### src/rtl/sprite_rom_pkg.sv
// Shared sprite ROM constants and requester indices for the arbiter and ROM wrappers.
package sprite_rom_pkg;

  localparam int SPRITE_ADDR_W    = 13;
  localparam int SPRITE_DATA_W    = 8;
  localparam int SPRITE_ROM_DEPTH = 7470;
  localparam int SPRITE_NUM_REQ   = 4;

  typedef enum logic [1:0] {
    REQ_SCORE0 = 2'd0,
    REQ_SCORE1 = 2'd1,
    REQ_PIN    = 2'd2,
    REQ_BALL   = 2'd3
  } sprite_req_e;

endpackage

### src/rtl/sprite_rom_arbiter_if.sv
// Request/grant/response bundle between the sprite drawing logic, the arbiter and the ROM.
interface sprite_rom_arbiter_if
  import sprite_rom_pkg::*;
#(
  parameter int NUM_REQ = SPRITE_NUM_REQ,
  parameter int ADDR_W  = SPRITE_ADDR_W,
  parameter int DATA_W  = SPRITE_DATA_W
);
  logic [NUM_REQ-1:0]        req;
  logic [NUM_REQ*ADDR_W-1:0] req_addr;
  logic [NUM_REQ-1:0]        gnt;
  logic [ADDR_W-1:0]         rom_addr;
  logic [DATA_W-1:0]         rom_data;
  logic [NUM_REQ-1:0]        rsp_valid;
  logic [DATA_W-1:0]         rsp_data;
  logic                      oob_err;

  modport master (
    output req, req_addr, rom_data,
    input  gnt, rom_addr, rsp_valid, rsp_data, oob_err
  );

  modport slave (
    input  req, req_addr, rom_data,
    output gnt, rom_addr, rsp_valid, rsp_data, oob_err
  );
endinterface

### src/rtl/rr_arbiter.sv
// Round-robin arbiter: last-granted pointer, rotated priority search, one-hot grant.
module rr_arbiter #(
  parameter int NUM_REQ = 4
) (
  input  logic               clk_pix,
  input  logic               rst_n,
  input  logic [NUM_REQ-1:0] i_req,
  output logic [NUM_REQ-1:0] o_gnt
);
  localparam int PTR_W = $clog2(NUM_REQ);

  logic [PTR_W-1:0] r_last;
  logic [PTR_W-1:0] w_next_last;
  logic [PTR_W:0]   w_idx;
  logic             w_found;
  logic [NUM_REQ-1:0] w_gnt;

  always_comb begin
    w_gnt       = '0;
    w_found     = 1'b0;
    w_next_last = r_last;
    w_idx       = '0;
    // Candidates are visited from last+1 onward, wrapping past NUM_REQ-1.
    for (int k = 1; k <= NUM_REQ; k++) begin
      w_idx = {1'b0, r_last} + (PTR_W+1)'(k);
      if (w_idx >= (PTR_W+1)'(NUM_REQ)) begin
        w_idx = w_idx - (PTR_W+1)'(NUM_REQ);
      end
      if (!w_found && i_req[w_idx[PTR_W-1:0]]) begin
        w_gnt[w_idx[PTR_W-1:0]] = 1'b1;
        w_found                 = 1'b1;
        w_next_last             = w_idx[PTR_W-1:0];
      end
    end
    if (!rst_n) begin
      w_gnt   = '0;
      w_found = 1'b0;
    end
  end

  always_ff @(posedge clk_pix) begin
    if (!rst_n) begin
      r_last <= PTR_W'(NUM_REQ-1);
    end else if (w_found) begin
      r_last <= w_next_last;
    end
  end

  assign o_gnt = w_gnt;
endmodule

### src/rtl/sprite_rom_arbiter.sv
// Shares one registered-read sprite ROM port among NUM_REQ requesters, returning data 2 cycles after grant.
// Optional bounds checking enabled by defining SPRITE_ARB_BOUNDS_CHK_EN.
module sprite_rom_arbiter
  import sprite_rom_pkg::*;
#(
  parameter int NUM_REQ   = SPRITE_NUM_REQ,
  parameter int ADDR_W    = SPRITE_ADDR_W,
  parameter int DATA_W    = SPRITE_DATA_W,
  parameter int ROM_DEPTH = SPRITE_ROM_DEPTH
) (
  input logic                 clk_pix,
  input logic                 rst_n,
  sprite_rom_arbiter_if.slave bus
);
  logic [NUM_REQ-1:0] w_gnt;
  logic               w_any;
  logic [ADDR_W-1:0]  w_sel_addr;
  logic [ADDR_W-1:0]  w_eff_addr;
  logic [ADDR_W-1:0]  w_rom_addr;
  logic [ADDR_W-1:0]  r_addr_hold;
  logic [NUM_REQ-1:0] r_tag;
  logic [NUM_REQ-1:0] r_rsp_valid;
  logic [DATA_W-1:0]  r_rsp_data;

  rr_arbiter #(.NUM_REQ(NUM_REQ)) u_arb (
    .clk_pix (clk_pix),
    .rst_n   (rst_n),
    .i_req   (bus.req),
    .o_gnt   (w_gnt)
  );

  assign w_any = |w_gnt;

  always_comb begin
    w_sel_addr = '0;
    for (int i = 0; i < NUM_REQ; i++) begin
      if (w_gnt[i]) begin
        w_sel_addr = w_sel_addr | bus.req_addr[i*ADDR_W +: ADDR_W];
      end
    end
  end

`ifdef SPRITE_ARB_BOUNDS_CHK_EN
  localparam logic [ADDR_W:0] DEPTH_L = (ADDR_W+1)'(ROM_DEPTH);

  logic w_oob;
  logic r_oob;
  logic r_oob_err;

  // Out-of-range grants are still accepted; they read entry 0 and return zero.
  assign w_oob      = w_any && ({1'b0, w_sel_addr} >= DEPTH_L);
  assign w_eff_addr = w_oob ? '0 : w_sel_addr;

  always_ff @(posedge clk_pix) begin
    if (!rst_n) begin
      r_oob      <= 1'b0;
      r_oob_err  <= 1'b0;
      r_rsp_data <= '0;
    end else begin
      r_oob <= w_oob;
      if (|r_tag) begin
        r_rsp_data <= r_oob ? '0 : bus.rom_data;
        r_oob_err  <= r_oob_err | r_oob;
      end
    end
  end

  assign bus.oob_err = r_oob_err;
`else
  assign w_eff_addr = w_sel_addr;

  always_ff @(posedge clk_pix) begin
    if (!rst_n) begin
      r_rsp_data <= '0;
    end else if (|r_tag) begin
      r_rsp_data <= bus.rom_data;
    end
  end

  assign bus.oob_err = 1'b0;
`endif

  assign w_rom_addr = w_any ? w_eff_addr : r_addr_hold;

  always_ff @(posedge clk_pix) begin
    if (!rst_n) begin
      r_addr_hold <= '0;
      r_tag       <= '0;
      r_rsp_valid <= '0;
    end else begin
      r_addr_hold <= w_rom_addr;
      r_tag       <= w_gnt;
      r_rsp_valid <= r_tag;
    end
  end

  assign bus.gnt       = w_gnt;
  assign bus.rom_addr  = w_rom_addr;
  assign bus.rsp_valid = r_rsp_valid;
  assign bus.rsp_data  = r_rsp_data;
endmodule

### src/flat_wrapper.sv
// flat-port wrapper written by rule: the top's interface ports become plain ports
module sprite_rom_arbiter_flat import sprite_rom_pkg::*;
#(
  parameter int NUM_REQ   = SPRITE_NUM_REQ,
  parameter int ADDR_W    = SPRITE_ADDR_W,
  parameter int DATA_W    = SPRITE_DATA_W,
  parameter int ROM_DEPTH = SPRITE_ROM_DEPTH
)
  (clk_pix, rst_n, bus_req, bus_req_addr, bus_rom_data, bus_gnt, bus_rom_addr, bus_rsp_valid, bus_rsp_data, bus_oob_err);
  sprite_rom_arbiter_if #(.NUM_REQ(NUM_REQ), .ADDR_W(ADDR_W), .DATA_W(DATA_W)) bus_i ();
  input logic clk_pix;
  input logic rst_n;
  input wire logic [$bits(bus_i.req)-1:0] bus_req;
  input wire logic [$bits(bus_i.req_addr)-1:0] bus_req_addr;
  input wire logic [$bits(bus_i.rom_data)-1:0] bus_rom_data;
  output wire logic [$bits(bus_i.gnt)-1:0] bus_gnt;
  output wire logic [$bits(bus_i.rom_addr)-1:0] bus_rom_addr;
  output wire logic [$bits(bus_i.rsp_valid)-1:0] bus_rsp_valid;
  output wire logic [$bits(bus_i.rsp_data)-1:0] bus_rsp_data;
  output wire logic [$bits(bus_i.oob_err)-1:0] bus_oob_err;
  assign bus_i.req = bus_req;
  assign bus_i.req_addr = bus_req_addr;
  assign bus_i.rom_data = bus_rom_data;
  assign bus_gnt = bus_i.gnt;
  assign bus_rom_addr = bus_i.rom_addr;
  assign bus_rsp_valid = bus_i.rsp_valid;
  assign bus_rsp_data = bus_i.rsp_data;
  assign bus_oob_err = bus_i.oob_err;
  sprite_rom_arbiter #(.NUM_REQ(NUM_REQ), .ADDR_W(ADDR_W), .DATA_W(DATA_W), .ROM_DEPTH(ROM_DEPTH)) u_core (.clk_pix(clk_pix), .rst_n(rst_n), .bus(bus_i));
endmodule
### config.mk
export PLATFORM = sky130hd
export DESIGN_NAME = sprite_rom_arbiter_flat
export DESIGN_NICKNAME = d
export VERILOG_FILES = /design/src/rtl/sprite_rom_pkg.sv /design/src/rtl/sprite_rom_arbiter_if.sv /design/src/rtl/rr_arbiter.sv /design/src/rtl/sprite_rom_arbiter.sv /design/src/flat_wrapper.sv
export SDC_FILE = /design/constraint.sdc
export NUM_CORES = 1
export LEC_CHECK = 0
export CORE_MARGIN = 1
export CORE_UTILIZATION = 30
export CTS_BUF_LIST = sky130_fd_sc_hd__clkbuf_8 sky130_fd_sc_hd__clkbuf_16
export CTS_CLUSTER_SIZE = 20
export DETAILED_ROUTE_END_ITERATION = 10
export PLACE_DENSITY = 0.68
export SLEW_MARGIN = 20
export SYNTH_ARGS = -nofsm -noshare
export SYNTH_HDL_FRONTEND = slang
export SYNTH_SLANG_ARGS = --single-unit
### constraint.sdc
create_clock -name clk_pix -period 8.1 [get_ports clk_pix]
set_input_delay 1.215 -clock clk_pix [delete_from_list [all_inputs] [get_ports clk_pix]]
set_output_delay 1.215 -clock clk_pix [all_outputs]
set_load 0.02 [all_outputs]
# Word level (Yosys, flattened, before mapping)
# Cells that the tools add are included.
# totals
regBits	31
# op_classes
n_addsub	8
order_cmp	12
muxes	39
bitwise_logic	6
reduce_logical	14
# op_table
cell	count
$mux 13	5
$or 13x13->13	3
$mux 4	5
$mux 2	8
$mux 1	13
$ge 3x3->1 const B	4
$lt 2x3->1 const B	4
$or 4x4->4	3
$bmux 1 s2	4
$demux 1 s2	4
$ge 2x1->1 const B	4
$reduce_or 4->1	2
$sub 2x1->2 const B	4
$logic_and 1x1->1	7
$add 2x2->3 const B	2
$reduce_bool 4->1	1
$add 2x1->3 const B	1
$add 2x3->3 const B	1
$logic_not 1->1	3
$reduce_and 2->1	1

# Logic depth before layout (Yosys ltp)
# logic_depth
word_depth	24
depth_mapped	11
ltp_nobuf	8

# Modules after synthesis
# From an unflattened synthesis, not the netlist that was laid out.
# hier_totals
cells_unflattened	223
area_unflattened_um2	2042.0
# modules_own_cells
module	n_inst	cells_each	area_each_um2
sprite_rom_arbiter	1	145	1388.8
rr_arbiter	1	78	653.1

# Worst setup path after synthesis
# No wires, ideal clock.
# synth_timing
kind	input port to output port
start	in bus_req[1]
end	out bus_rom_addr[0]
arrival_time_ns	3.580
required_ns	6.885
path_slack_ns	3.305
stages	8
path_buffers	2
path_cell_list	buf_2 -> mux4_2 -> nand3b_1 -> a221oi_1 -> or2_1 -> clkbuf_1 -> a2111oi_0 -> a21oi_1
# synth_between
elab_cells_between_ends	34
# synth_lines
item	line_no	source
start, declared	flat_wrapper.sv:13	input wire logic [$bits(bus_i.req)-1:0] bus_req;
$bmux 1 s2	rr_arbiter.sv:29	if (!w_found && i_req[w_idx[PTR_W-1:0]]) begin
$mux 1 (implied by the code)	rr_arbiter.sv:29	
$mux 1	rr_arbiter.sv:29	
$logic_not 1->1	rr_arbiter.sv:29	
$logic_and 1x1->1	rr_arbiter.sv:29	
$mux 1	rr_arbiter.sv:29	
$logic_not 1->1	rr_arbiter.sv:29	
$logic_and 1x1->1	rr_arbiter.sv:29	
$mux 1	rr_arbiter.sv:29	
$logic_not 1->1	rr_arbiter.sv:29	
$logic_and 1x1->1	rr_arbiter.sv:29	
$mux 4 (*)	rr_arbiter.sv:29	
$mux 4 (*)	rr_arbiter.sv:35	if (!rst_n) begin
via bus_gnt[3]	flat_wrapper.sv:16	output wire logic [$bits(bus_i.gnt)-1:0] bus_gnt;
$reduce_or 4->1 / $mux 13 (equally long branches)	sprite_rom_arbiter.sv:32, sprite_rom_arbiter.sv:37	
$mux 13 (*)	sprite_rom_arbiter.sv:83	assign w_rom_addr = w_any ? w_eff_addr : r_addr_hold;
end, declared	flat_wrapper.sv:17	output wire logic [$bits(bus_i.rom_addr)-1:0] bus_rom_addr;
# Mark *: on every way through the listed nets, which the timed path passes. The rest lies on a longest branch. The select of a mux whose other input is x is not followed.

# Worst setup path in the final report
# layout_timing
start	reg u_core.u_arb.r_last[0]
end	out bus_rom_addr[9]
# layout_between
elab_chain_cells	24
elab_cells_between_ends	70
# layout_lines
item	line_no	source
start, declared	rr_arbiter.sv:12	logic [PTR_W-1:0] r_last;
start signal, assigned	rr_arbiter.sv:43	r_last <= PTR_W'(NUM_REQ-1);
start signal, assigned	rr_arbiter.sv:45	r_last <= w_next_last;
branches (longest 14 deep; another with $add 2x1->3)	-	
$mux 4 (*)	rr_arbiter.sv:29	
$mux 4 (*)	rr_arbiter.sv:35	
$mux 13	sprite_rom_arbiter.sv:37	if (w_gnt[i]) begin
$or 13x13->13	sprite_rom_arbiter.sv:38	w_sel_addr = w_sel_addr | bus.req_addr[i*ADDR_W +: ADDR_W];
$mux 13	sprite_rom_arbiter.sv:37	
$or 13x13->13	sprite_rom_arbiter.sv:38	
$mux 13	sprite_rom_arbiter.sv:37	
$or 13x13->13	sprite_rom_arbiter.sv:38	
$mux 13	sprite_rom_arbiter.sv:37	
$mux 13 (*)	sprite_rom_arbiter.sv:83	
# Every way passes the cells marked *. The select of a mux whose other input is x is not followed.

==> results_dict.tcl <==
set metrics [dict create \
    status "completed" \
    io-pin-count 96 \
    htreeDepth 2 \
    path_depth 10 \
    syn_inst 265 \
    synthTopCellsByArea "dfxtp_1 26%, and2_1 5.0%, a22o_1 4.8%" \
    wl_met2_um 3102 \
    worstSetupPathType "reg -> out" \
    cts-buffers-inserted 5 \
    grt_pass1_wl_um 11500 \
    crit_buf_inv 3 \
    reg2reg_to "u_core.r_addr_hold[0]" \
    maxCapViolations 0 \
    multi_input_area_um2 1590 \
    wirelength_um 7184 \
    drive_gt1_share_pct 9.855 \
    area_growth_pct 46.33 \
    drc 0 \
    clk_pin_slew_ns 0.07 \
    num-fill-cells 702 \
    dieArea_um2 8207 \
    finalSetupViolations 0 \
    slowest_stage "dfxtp_1" \
    path_delay_family "compound AO/OA/AOI/OAI gates" \
    core_um2 7408 \
    startpoint "u_core.u_arb.r_last[0]" \
    routed-wl-met3_um 634 \
    wl_met1_um 3267 \
    skew_ns 0.007031 \
    postCtsHoldBufs 0 \
    crit_end "bus_rom_addr[9]" \
    viasPerCell 5.365 \
    grt.overflow.total 0 \
    die_y_um 90.60 \
    antenna_found_initial 0 \
    max_slew_margin_pct 33.43 \
    path_cells "inv_1, ha_1, mux4_2, a221oi_2, a211oi_2, buf_4, a2111o_1, or2_1, a21oi_1, clkdlybuf4s50_1" \
    final_common_cell "clkdlybuf4s50_1" \
    ff2ff_path_depth 9 \
    vias 2382 \
    port_buffers 94 \
    syn-cell-area_um2 2355 \
    globalplace.congestion 0.8800 \
    mostFrequentLayoutCells "94 x clkdlybuf4s50_1, 31 x dfxtp_1, 19 x and2_1" \
    end_kind "output port" \
    fin_area_um2 3446 \
    synth_top_cell_area_share_pct 26.35 \
    seq_area_frac_synth_pct 26.35 \
    clock_path_buffers 2 \
    wl_per_cell_um 16.18 \
    ys_seq_elements 31 \
    cts_tree "done" \
    hold-worst-slack_ns 0.4939 \
    r2r_start "u_core.u_arb.r_last[0]" \
    period_share_pct 79.54 \
    avgSynthCellArea_um2 8.886 \
    max_stage_delay_ns 0.76 \
    post-route-min-period_ns 6.443 \
    crit_fanout 26 \
    vdd_drop_max_mv 0.3835 \
    drv_slew 0 \
    critPathLaunchType "flip-flop" \
    crit_required_ns 6.88 \
    regArea_um2 620.6 \
    worstSkewPairLatency_ns 0.28 \
    min_path_type "reg -> reg" \
    hold_viol_final 0 \
    synth_edf_count 0 \
    setup_tns_ns 0 \
    maxUsedRoutingLayer "met4" \
    p_leak_nw 1.269 \
    yosysUniqueCellTypes 42 \
    drtAntennaViolNets 0 \
    fmax_mhz 155.2 \
    rows 31 \
    place_hpwl_um 5304 \
    diodes 0 \
    start_util_pct 31.79 \
    grt_pass1_vias 2265 \
    die_w_um 90.60 \
    root_buffer "clkbuf_8" \
    cp.arrival_ns 5.23 \
    post_cts_buffers 0 \
    tightest_slew_ns 0.9734 \
    grt_max_degree 27 \
    syn-num-nets 339 \
    cts.sinks 31 \
    powerDensity_nw_per_um2 436.2 \
    dr.pass1.iters 4 \
    ys_async_sr_fraction_pct 0 \
    ys_warn_count 0 \
    reg2reg_slack_ns 3.67 \
    synth_top_flop_cell "dfxtp_1" \
    synth_top_cell_by_area "dfxtp_1" \
    drt-initial-drc-count 123 \
    ctsResizeCount 0 \
    nets 418 \
    dpl_cell_area_um2 3319 \
    rsz0062_at_grt "false" \
    grtUsageTotal_pct 17.43 \
]
-- cells in the mapped netlist (2+ instances only) --
master / instances
a2111o_1: 2
a2111oi_0: 10
a2111oi_1: 3
a211oi_1: 7
a211oi_2: 8
a21o_1: 4
a21oi_1: 18
a221oi_2: 3
a22o_1: 13
a22oi_1: 13
and2_1: 19
buf_1: 3
buf_2: 6
buf_6: 3
clkbuf_1: 12
dfxtp_1: 31
ha_1: 8
inv_1: 8
mux2_1: 2
mux2i_1: 11
mux4_2: 4
nand2_1: 3
nand2b_1: 5
nand3_1: 2
nand3b_1: 4
nor2_1: 12
nor2b_1: 3
nor3_1: 17
o221ai_1: 2
o2bb2ai_1: 12
or2_1: 2
or2_2: 5
-- cell families after synthesis --
logic type,count (synthesis),synth area share (%)
mux,17,9.458
buf+inv,33,6.695
xor+xnor,1,0.3720
flops,31,26.36
other cells,1,0.1593
simple gates,74,17.59
fa+ha+maj,8,4.251
compound gates,100,35.12
-- layer usage --
metal,track usage (%),vias up
li1,-,1176
met1,23.54,1063
met2,27.02,129
met3,3.872,14
met4,6.317,0
met5,0,-
-- power breakdown --
group	leakage, nW	switching (W)	internal, W
logic	0.951	0.000602	0.000494
registers	0.257	0.0000404	0.000209
clock network	0.0612	0.0000576	0.0000995
-- final cells by class --
| cell class | instances | area share (%) |
|---|---|---|
| multi-input cells | 201 | 46.15 |
| repair buffers | 97 | 27.96 |
| flip-flops and latches | 31 | 18.01 |
| well taps | 99 | 3.595 |
| clock buffers | 6 | 2.397 |
| clock inverters | 2 | 1.017 |
| inverters | 8 | 0.8715 |
-- tightest hold or removal path, stage by stage, from the launching register on --
cell and delay, ns:
dfxtp_1 0.32, mux2i_1 0.07, nor2_1 0.07
-- how the worst min path moves through the flow --
stage               depth (start not counted)  slack, ns                      end              startpoint
floorplan                                   1       0.45  u_core.bus.rsp_valid[1]         u_core.r_tag[1]
global route                                1       0.53  u_core.bus.rsp_valid[2]         u_core.r_tag[2]
global placement                            1       0.47  u_core.bus.rsp_valid[2]         u_core.r_tag[2]
finish                                      2       0.49   u_core.bus.rsp_data[3]  u_core.bus.rsp_data[3]
detailed placement                          1       0.47  u_core.bus.rsp_valid[2]         u_core.r_tag[2]
CTS                                         1       0.48  u_core.bus.rsp_valid[2]         u_core.r_tag[2]
-- state kept, by name, summed over array words and instances (netlist names) --
signal	count
u_core.bus.rsp_data	8
u_core.r_addr_hold	13
u_core.u_arb.r_last	2
u_core.bus.rsp_valid	4
u_core.r_tag	4
-- per-stage QoR --
stage / utilization, % / setup WS [ns] / power, W / cells
global placement: 44.81 / 1.819 / 0.001336 / 436
CTS: 46.39 / 1.664 / 0.001502 / 444
floorplan: - / 3.305 / 0.0009859 / 265
detailed placement: 44.81 / 1.753 / 0.001339 / 436
finish: 46.51 / 1.657 / 0.001503 / 444
global route: 46.51 / 1.334 / 0.001606 / 444
No activity file was read; power rests on OpenSTA's default activity.
